`src/rtl/melody_pkg.sv`:
```
// Shared encodings for the melody sequencer: FSM states, reserved field values, entry layout.
// Score entries are packed {dur, note} with the note in the low bits.
package melody_pkg;
  localparam logic [1:0] ST_IDLE  = 2'd0;
  localparam logic [1:0] ST_FETCH = 2'd1;
  localparam logic [1:0] ST_LOAD  = 2'd2;
  localparam logic [1:0] ST_PLAY  = 2'd3;

  localparam int NOTE_REST = 0;
  localparam int DUR_END   = 0;

  // The dur field starts at NOTE_LSB + NOTE_W.
  localparam int NOTE_LSB  = 0;
endpackage

```
`src/rtl/melody_sequencer_if.sv`:
```
// Control, score-write and tone-generator signals of the melody sequencer.
// master = controller/bench side, slave = sequencer side.
interface melody_sequencer_if #(
  parameter int NOTE_W = 4,
  parameter int DUR_W  = 4,
  parameter int ADDR_W = 5
);
  logic                    start;
  logic                    stop;
  logic                    loop;
  logic                    wr_en;
  logic [ADDR_W-1:0]       wr_addr;
  logic [DUR_W+NOTE_W-1:0] wr_data;
  logic [NOTE_W-1:0]       note;
  logic                    speak;
  logic                    busy;
  logic                    done;
  logic [ADDR_W-1:0]       pos;

  modport master (
    output start, stop, loop, wr_en, wr_addr, wr_data,
    input  note, speak, busy, done, pos
  );

  modport slave (
    input  start, stop, loop, wr_en, wr_addr, wr_data,
    output note, speak, busy, done, pos
  );
endinterface

```
`src/rtl/melody_sequencer_score_ram.sv`:
```
// Score storage: 1W/1R synchronous RAM, one-cycle registered read, read-old-data on collision.
// No reset on the array; contents survive nrst.
module score_ram #(
  parameter int AW = 5,
  parameter int DW = 8
) (
  input  logic          clk,
  input  logic          wr_en_i,
  input  logic [AW-1:0] wr_addr_i,
  input  logic [DW-1:0] wr_data_i,
  input  logic          rd_en_i,
  input  logic [AW-1:0] rd_addr_i,
  output logic [DW-1:0] rd_data_o
);
  logic [DW-1:0] mem_q [0:(1<<AW)-1];
  logic [DW-1:0] rd_data_q;

  always_ff @(posedge clk) begin
    if (wr_en_i) mem_q[wr_addr_i] <= wr_data_i;
    if (rd_en_i) rd_data_q <= mem_q[rd_addr_i];
  end

  assign rd_data_o = rd_data_q;
endmodule

```
`src/rtl/melody_sequencer.sv`:
```
// Score player: FETCH/LOAD/PLAY walk over score_ram, each entry lasting dur*TICK_DIV clocks.
// Two-clock gap between entries; start/stop act on the next clock, stop has priority.
module melody_sequencer
  import melody_pkg::*;
#(
  parameter int TICK_DIV = 312500,
  parameter int NOTE_W   = 4,
  parameter int DUR_W    = 4,
  parameter int ADDR_W   = 5
) (
  input logic               clk,
  input logic               nrst,
  melody_sequencer_if.slave bus
);
  localparam int PW = $clog2(TICK_DIV);
  localparam int EW = DUR_W + NOTE_W;
  localparam logic [ADDR_W-1:0] LAST_ADDR = '1;

  logic [1:0]        state_q, state_d;
  logic [NOTE_W-1:0] note_q, note_d;
  logic              speak_q, speak_d;
  logic              done_q, done_d;
  logic              busy_q;
  logic [ADDR_W-1:0] pos_q, pos_d;
  logic [DUR_W-1:0]  rem_q, rem_d;
  logic [PW-1:0]     presc_q, presc_d;

  logic [EW-1:0]     rd_data;
  logic [NOTE_W-1:0] ent_note;
  logic [DUR_W-1:0]  ent_dur;
  logic              tick;
  logic              eos;

  score_ram #(.AW(ADDR_W), .DW(EW)) u_ram (
    .clk       (clk),
    .wr_en_i   (bus.wr_en),
    .wr_addr_i (bus.wr_addr),
    .wr_data_i (bus.wr_data),
    .rd_en_i   (state_q == ST_FETCH),
    .rd_addr_i (pos_q),
    .rd_data_o (rd_data)
  );

  assign ent_note = rd_data[NOTE_LSB +: NOTE_W];
  assign ent_dur  = rd_data[NOTE_LSB + NOTE_W +: DUR_W];
  assign tick     = (presc_q == PW'(TICK_DIV - 1));

  always_comb begin
    state_d = state_q;
    note_d  = note_q;
    speak_d = speak_q;
    done_d  = 1'b0;
    pos_d   = pos_q;
    rem_d   = rem_q;
    presc_d = presc_q;
    eos     = 1'b0;

    case (state_q)
      ST_FETCH: state_d = ST_LOAD;
      ST_LOAD: begin
        if (ent_dur == DUR_W'(DUR_END)) begin
          eos = 1'b1;
        end else begin
          note_d  = ent_note;
          speak_d = (ent_note != NOTE_W'(NOTE_REST));
          rem_d   = ent_dur;
          presc_d = '0;
          state_d = ST_PLAY;
        end
      end
      ST_PLAY: begin
        presc_d = tick ? '0 : presc_q + PW'(1);
        if (tick) begin
          rem_d = rem_q - DUR_W'(1);
          if (rem_q == DUR_W'(1)) begin
            // The last entry ends the score rather than wrapping pos.
            if (pos_q == LAST_ADDR) begin
              eos = 1'b1;
            end else begin
              pos_d   = pos_q + ADDR_W'(1);
              speak_d = 1'b0;
              state_d = ST_FETCH;
            end
          end
        end
      end
      default: ;
    endcase

    if (eos) begin
      if (bus.loop) begin
        pos_d   = '0;
        speak_d = 1'b0;
        state_d = ST_FETCH;
      end else begin
        note_d  = '0;
        speak_d = 1'b0;
        done_d  = 1'b1;
        state_d = ST_IDLE;
      end
    end

    if (bus.stop) begin
      note_d  = '0;
      speak_d = 1'b0;
      done_d  = 1'b0;
      state_d = ST_IDLE;
    end else if (bus.start) begin
      note_d  = '0;
      speak_d = 1'b0;
      done_d  = 1'b0;
      pos_d   = '0;
      state_d = ST_FETCH;
    end
  end

  always_ff @(posedge clk or negedge nrst) begin
    if (!nrst) begin
      state_q <= ST_IDLE;
      note_q  <= '0;
      speak_q <= 1'b0;
      done_q  <= 1'b0;
      busy_q  <= 1'b0;
      pos_q   <= '0;
      rem_q   <= '0;
      presc_q <= '0;
    end else begin
      state_q <= state_d;
      note_q  <= note_d;
      speak_q <= speak_d;
      done_q  <= done_d;
      busy_q  <= (state_d != ST_IDLE);
      pos_q   <= pos_d;
      rem_q   <= rem_d;
      presc_q <= presc_d;
    end
  end

  assign bus.note  = note_q;
  assign bus.speak = speak_q;
  assign bus.busy  = busy_q;
  assign bus.done  = done_q;
  assign bus.pos   = pos_q;
endmodule

```
`src/flat_wrapper.sv`:
```
// flat-port wrapper written by rule: the top's interface ports become plain ports
module melody_sequencer_flat import melody_pkg::*;
#(
  parameter int TICK_DIV = 312500,
  parameter int NOTE_W   = 4,
  parameter int DUR_W    = 4,
  parameter int ADDR_W   = 5
)
  (clk, nrst, bus_start, bus_stop, bus_loop, bus_wr_en, bus_wr_addr, bus_wr_data, bus_note, bus_speak, bus_busy, bus_done, bus_pos);
  melody_sequencer_if #(.NOTE_W(NOTE_W), .DUR_W(DUR_W), .ADDR_W(ADDR_W)) bus_i ();
  input logic clk;
  input logic nrst;
  input wire logic [$bits(bus_i.start)-1:0] bus_start;
  input wire logic [$bits(bus_i.stop)-1:0] bus_stop;
  input wire logic [$bits(bus_i.loop)-1:0] bus_loop;
  input wire logic [$bits(bus_i.wr_en)-1:0] bus_wr_en;
  input wire logic [$bits(bus_i.wr_addr)-1:0] bus_wr_addr;
  input wire logic [$bits(bus_i.wr_data)-1:0] bus_wr_data;
  output wire logic [$bits(bus_i.note)-1:0] bus_note;
  output wire logic [$bits(bus_i.speak)-1:0] bus_speak;
  output wire logic [$bits(bus_i.busy)-1:0] bus_busy;
  output wire logic [$bits(bus_i.done)-1:0] bus_done;
  output wire logic [$bits(bus_i.pos)-1:0] bus_pos;
  assign bus_i.start = bus_start;
  assign bus_i.stop = bus_stop;
  assign bus_i.loop = bus_loop;
  assign bus_i.wr_en = bus_wr_en;
  assign bus_i.wr_addr = bus_wr_addr;
  assign bus_i.wr_data = bus_wr_data;
  assign bus_note = bus_i.note;
  assign bus_speak = bus_i.speak;
  assign bus_busy = bus_i.busy;
  assign bus_done = bus_i.done;
  assign bus_pos = bus_i.pos;
  melody_sequencer #(.TICK_DIV(TICK_DIV), .NOTE_W(NOTE_W), .DUR_W(DUR_W), .ADDR_W(ADDR_W)) u_core (.clk(clk), .nrst(nrst), .bus(bus_i));
endmodule
```
`config.mk`:
```
export PLATFORM = sky130hd
export DESIGN_NAME = melody_sequencer_flat
export DESIGN_NICKNAME = d
export VERILOG_FILES = /design/src/rtl/melody_pkg.sv /design/src/rtl/melody_sequencer_if.sv /design/src/rtl/melody_sequencer_score_ram.sv /design/src/rtl/melody_sequencer.sv /design/src/flat_wrapper.sv
export SDC_FILE = /design/constraint.sdc
export NUM_CORES = 1
export LEC_CHECK = 0
export BUFFER_PORTS_ARGS = -buffer_cell sky130_fd_sc_hd__buf_2
export CAP_MARGIN = 20
export CORE_MARGIN = 8
export CORE_UTILIZATION = 51
export DETAILED_ROUTE_END_ITERATION = 8
export GPL_ROUTABILITY_DRIVEN = 0
export MAX_ROUTING_LAYER = met4
export PLACE_DENSITY_LB_ADDON = 0.2
export SYNTH_ARGS = -nofsm -noshare
export SYNTH_HDL_FRONTEND = slang
export SYNTH_SLANG_ARGS = --single-unit
```
`constraint.sdc`:
```
create_clock -name clk -period 4.5 [get_ports clk]
set_input_delay 0.675 -clock clk [delete_from_list [all_inputs] [get_ports clk]]
set_output_delay 0.675 -clock clk [all_outputs]
set_load 0.005 [all_outputs]
```
==> metrics.cfg <==
[route]
post_drt_wl_per_cell_um = 24.17
drt-total-wl_mm = 26.80
first_pass_iters = 5
drc = 0
drt_iter0_drc = 731
dr_total_vias = 6733
viasPerCell = 6.071
ant_nets = 0

[critical_path]
r2r_slack_ps = 1860
r2r_end = u_core.u_ram.rd_data_o[6]$_DFFE_PN_
r2r_cells = 4
start_kind = flop
r2r-start = u_core.bus.pos[0]$_DFF_PN0_
worstPathArrival_ps = 2930
crit_required_ps = 4790
critPathCaptureType = flop
cp_max_fo = 51
criticalPathCategory = flop to flop

[place]
portBuffers = 30
pre_cts_ws_ps = 1818
hpwlAfterDp_mm = 16.97

[final_layout]
final_util_pct = 57.38
layout-drive-gt1-share_pct = 21.46
area_growth_syn_to_layout_pct = 11.03
fin_nets = 783
nFillCells = 1830

[clock_network]
htreeDepth = 1
clk_pin_slew_ps = 60
cts_buffers = 30
ctsHoldBuffers = 0
cts-root-buf = clkbuf_16
cts_tree = done
clock_path_buffers = 3
numClockSinks = 301
post_cts_buffers = 0
clk_latency_ps = 550
cts_resized = 0

[yosys]
avgSynthCellArea_sq_um = 17.24
syn_area_sq_um = 12530
synth_top_area_share_pct = 63.27
synth_edf_count = 264
ys_seq_area_share_pct = 70.65
synth_area_leaders = edfxtp_1 63%, mux4_2 8.6%, dfrtp_1 7.4%, mux2i_1 2.7%, nor2_1 1.7%
syn_inst = 727
synth_nets = 750
synthArstFlopShare_pct = 12.29
synth_top_flop_cell = edfxtp_1
synth_warnings = 0
synth-seq-cells = 301
ys_types = 69
synth_top_area_cell = edfxtp_1

[status]
status = complete, no violations

[grt]
grt_max_degree = 52
grt_pass1_vias = 6971
grt_usage_pct = 18.57
antenna_found_initial = 2
grt-ovfl-total = 0
grt_pass1_wl_mm = 41.99

[sta]
fin_hold_ws_ps = 233.3
setup_viol = 0
hold_viol = 0
fin_skew_ps = 21.82
slew_headroom_pct = 25.93
drv_slew = 0
fin_crit_sh_pct = 58.67
tns_ps = 0
fmax_ghz = 0.3788
layout_setup_ws_ps = 1860
min_period_ps = 2640
worst_slew_pin_slew_ps = 1109
rsz0062_at_grt = false

[floorplan]
die_height_um = 172.8
die_area_sq_um = 29840
die_x_um = 172.8
num_rows = 57
start_util_pct = 51.68
core_sq_um = 24250
io_pins = 31

[power]
p_leak_nw = 4.465
power.density_nw_per_um2 = 408.6
vdd_drop_max_v = 0.0002474

[job]
max_cap_viol_count = 0

[worst_hold_path]
hold_path.class = primary input to asynchronous set/reset pin

-- through the flow --
step / cell area, sq um / power (W) / cells
global placement: 12940 / 0.003320 / 1051
detailed placement: 12940 / 0.003334 / 1052
floorplan: 12530 / 0.003242 / 727
CTS: 13910 / 0.005725 / 1107
global route: 13910 / 0.005859 / 1109
finish: 13910 / 0.005685 / 1109
-- cell usage in the layout (no fill, tap or decap), types with 4 or more instances in the layout --
master,n
nor2b_1,12
o21ai_0,25
buf_2,30
mux2_2,9
mux2i_1,34
clkbuf_1,9
nor4_1,4
nand4_1,4
nand2_1,29
nand3b_1,5
clkbuf_16,31
a21oi_1,14
clkbuf_8,6
xnor2_1,6
a2111oi_2,4
clkinv_2,4
nor3_1,5
inv_1,7
ha_1,4
o22a_1,8
a22oi_1,8
mux4_2,48
a31oi_1,6
nand3_1,16
nor2_1,58
and3_1,6
dfrtp_1,35
a211oi_1,20
edfxtp_1,264
-- registers in the layout, indices dropped and copies added (netlist names) --
signal	count
u_core.presc_q	19
u_core.u_ram.mem_q	256
u_core.bus.pos	5
u_core.bus.note	4
u_core.u_ram.rd_data_o	8
u_core.rem_q	4
u_core.state_q	2
u_core.bus.busy	1
u_core.bus.done	1
u_core.bus.speak	1
-- report_power, final --
part	switching (W)	internal, W	total, W
registers	0.0000286	0.00309	0.00312
logic	0.000116	0.0000443	0.000161
clock network	0.000995	0.00141	0.00241
-- final cells by class --
type | instances | area (sq um) | area share, %
sequential | 301 | 8859 | 63.67
multi-input combinational | 386 | 3461 | 24.87
clock buffer | 46 | 892.1 | 6.412
tap | 324 | 405.4 | 2.914
timing repair buffer | 34 | 192.7 | 1.385
clock inverter | 9 | 72.57 | 0.5216
inverter | 7 | 26.28 | 0.1888
antenna | 2 | 5.005 | 0.03597
-- worst max path at each step --
| stage | depth (start not counted) | startpoint | to |
|---|---|---|---|
| final | 4 | u_core.bus.pos[0]$_DFF_PN0_ | u_core.u_ram.rd_data_o[6]$_DFFE_PN_ |
| after global routing | 4 | u_core.bus.pos[0]$_DFF_PN0_ | u_core.u_ram.rd_data_o[3]$_DFFE_PN_ |
| after floorplan | 3 | bus_wr_addr[1] | u_core.u_ram.mem_q[0][0]$_DFFE_PP_ |
| after detailed placement | 4 | u_core.bus.pos[0]$_DFF_PN0_ | u_core.u_ram.rd_data_o[6]$_DFFE_PN_ |
| after global placement | 4 | u_core.bus.pos[0]$_DFF_PN0_ | u_core.u_ram.rd_data_o[6]$_DFFE_PN_ |
| after CTS | 4 | u_core.bus.pos[0]$_DFF_PN0_ | u_core.u_ram.rd_data_o[6]$_DFFE_PN_ |
-- kinds of logic (layout without fill, tap and decap cells) --
group           count (synthesis)  after routing  synth area share (%)
flops                         301            301                 70.65
simple gates                  179            179                 8.458
compound gates                101            101                 5.722
mux                            91             91                 12.15
buf+inv                        40             96                 1.727
xor+xnor                       11             11                0.8887
fa+ha+maj                       4              4                0.3994
other cells                     0              2                     0
-- per-layer routing --
layer | share of wire, % | vias to the layer above | track usage, %
li1 | - | 2967 | -
met1 | 44 | 3498 | 25.48
met2 | 47 | 235 | 28.35
met3 | 7.4 | 33 | 3.594
met4 | 2.1 | 0 | 4.779
met5 | 0 | - | -
-- worst max-delay path, cell delays in order, from the launching register on --
cell and delay, ps:
dfrtp_4 1030, mux4_2 590, mux2i_1 370, o22a_1 270
nand3_1 100
-- cells in the mapped netlist (5+ instances only) --
cell      count
edfxtp_1    264
a31oi_1       6
buf_2        11
clkbuf_1      8
nor2_1       58
dfrtp_1      37
o22a_1        8
o21ai_0      25
mux2i_1      34
a211oi_1     20
and3_1        6
inv_1         7
nor3_1        5
buf_1         5
nor2b_1      12
mux4_2       48
xnor2_1       6
nand2_1      29
buf_6         5
mux2_2        9
a21oi_1      14
a22oi_1       8
nand3b_1      5
nand3_1      16
Note: power is estimated with default switching activity, not from simulation.
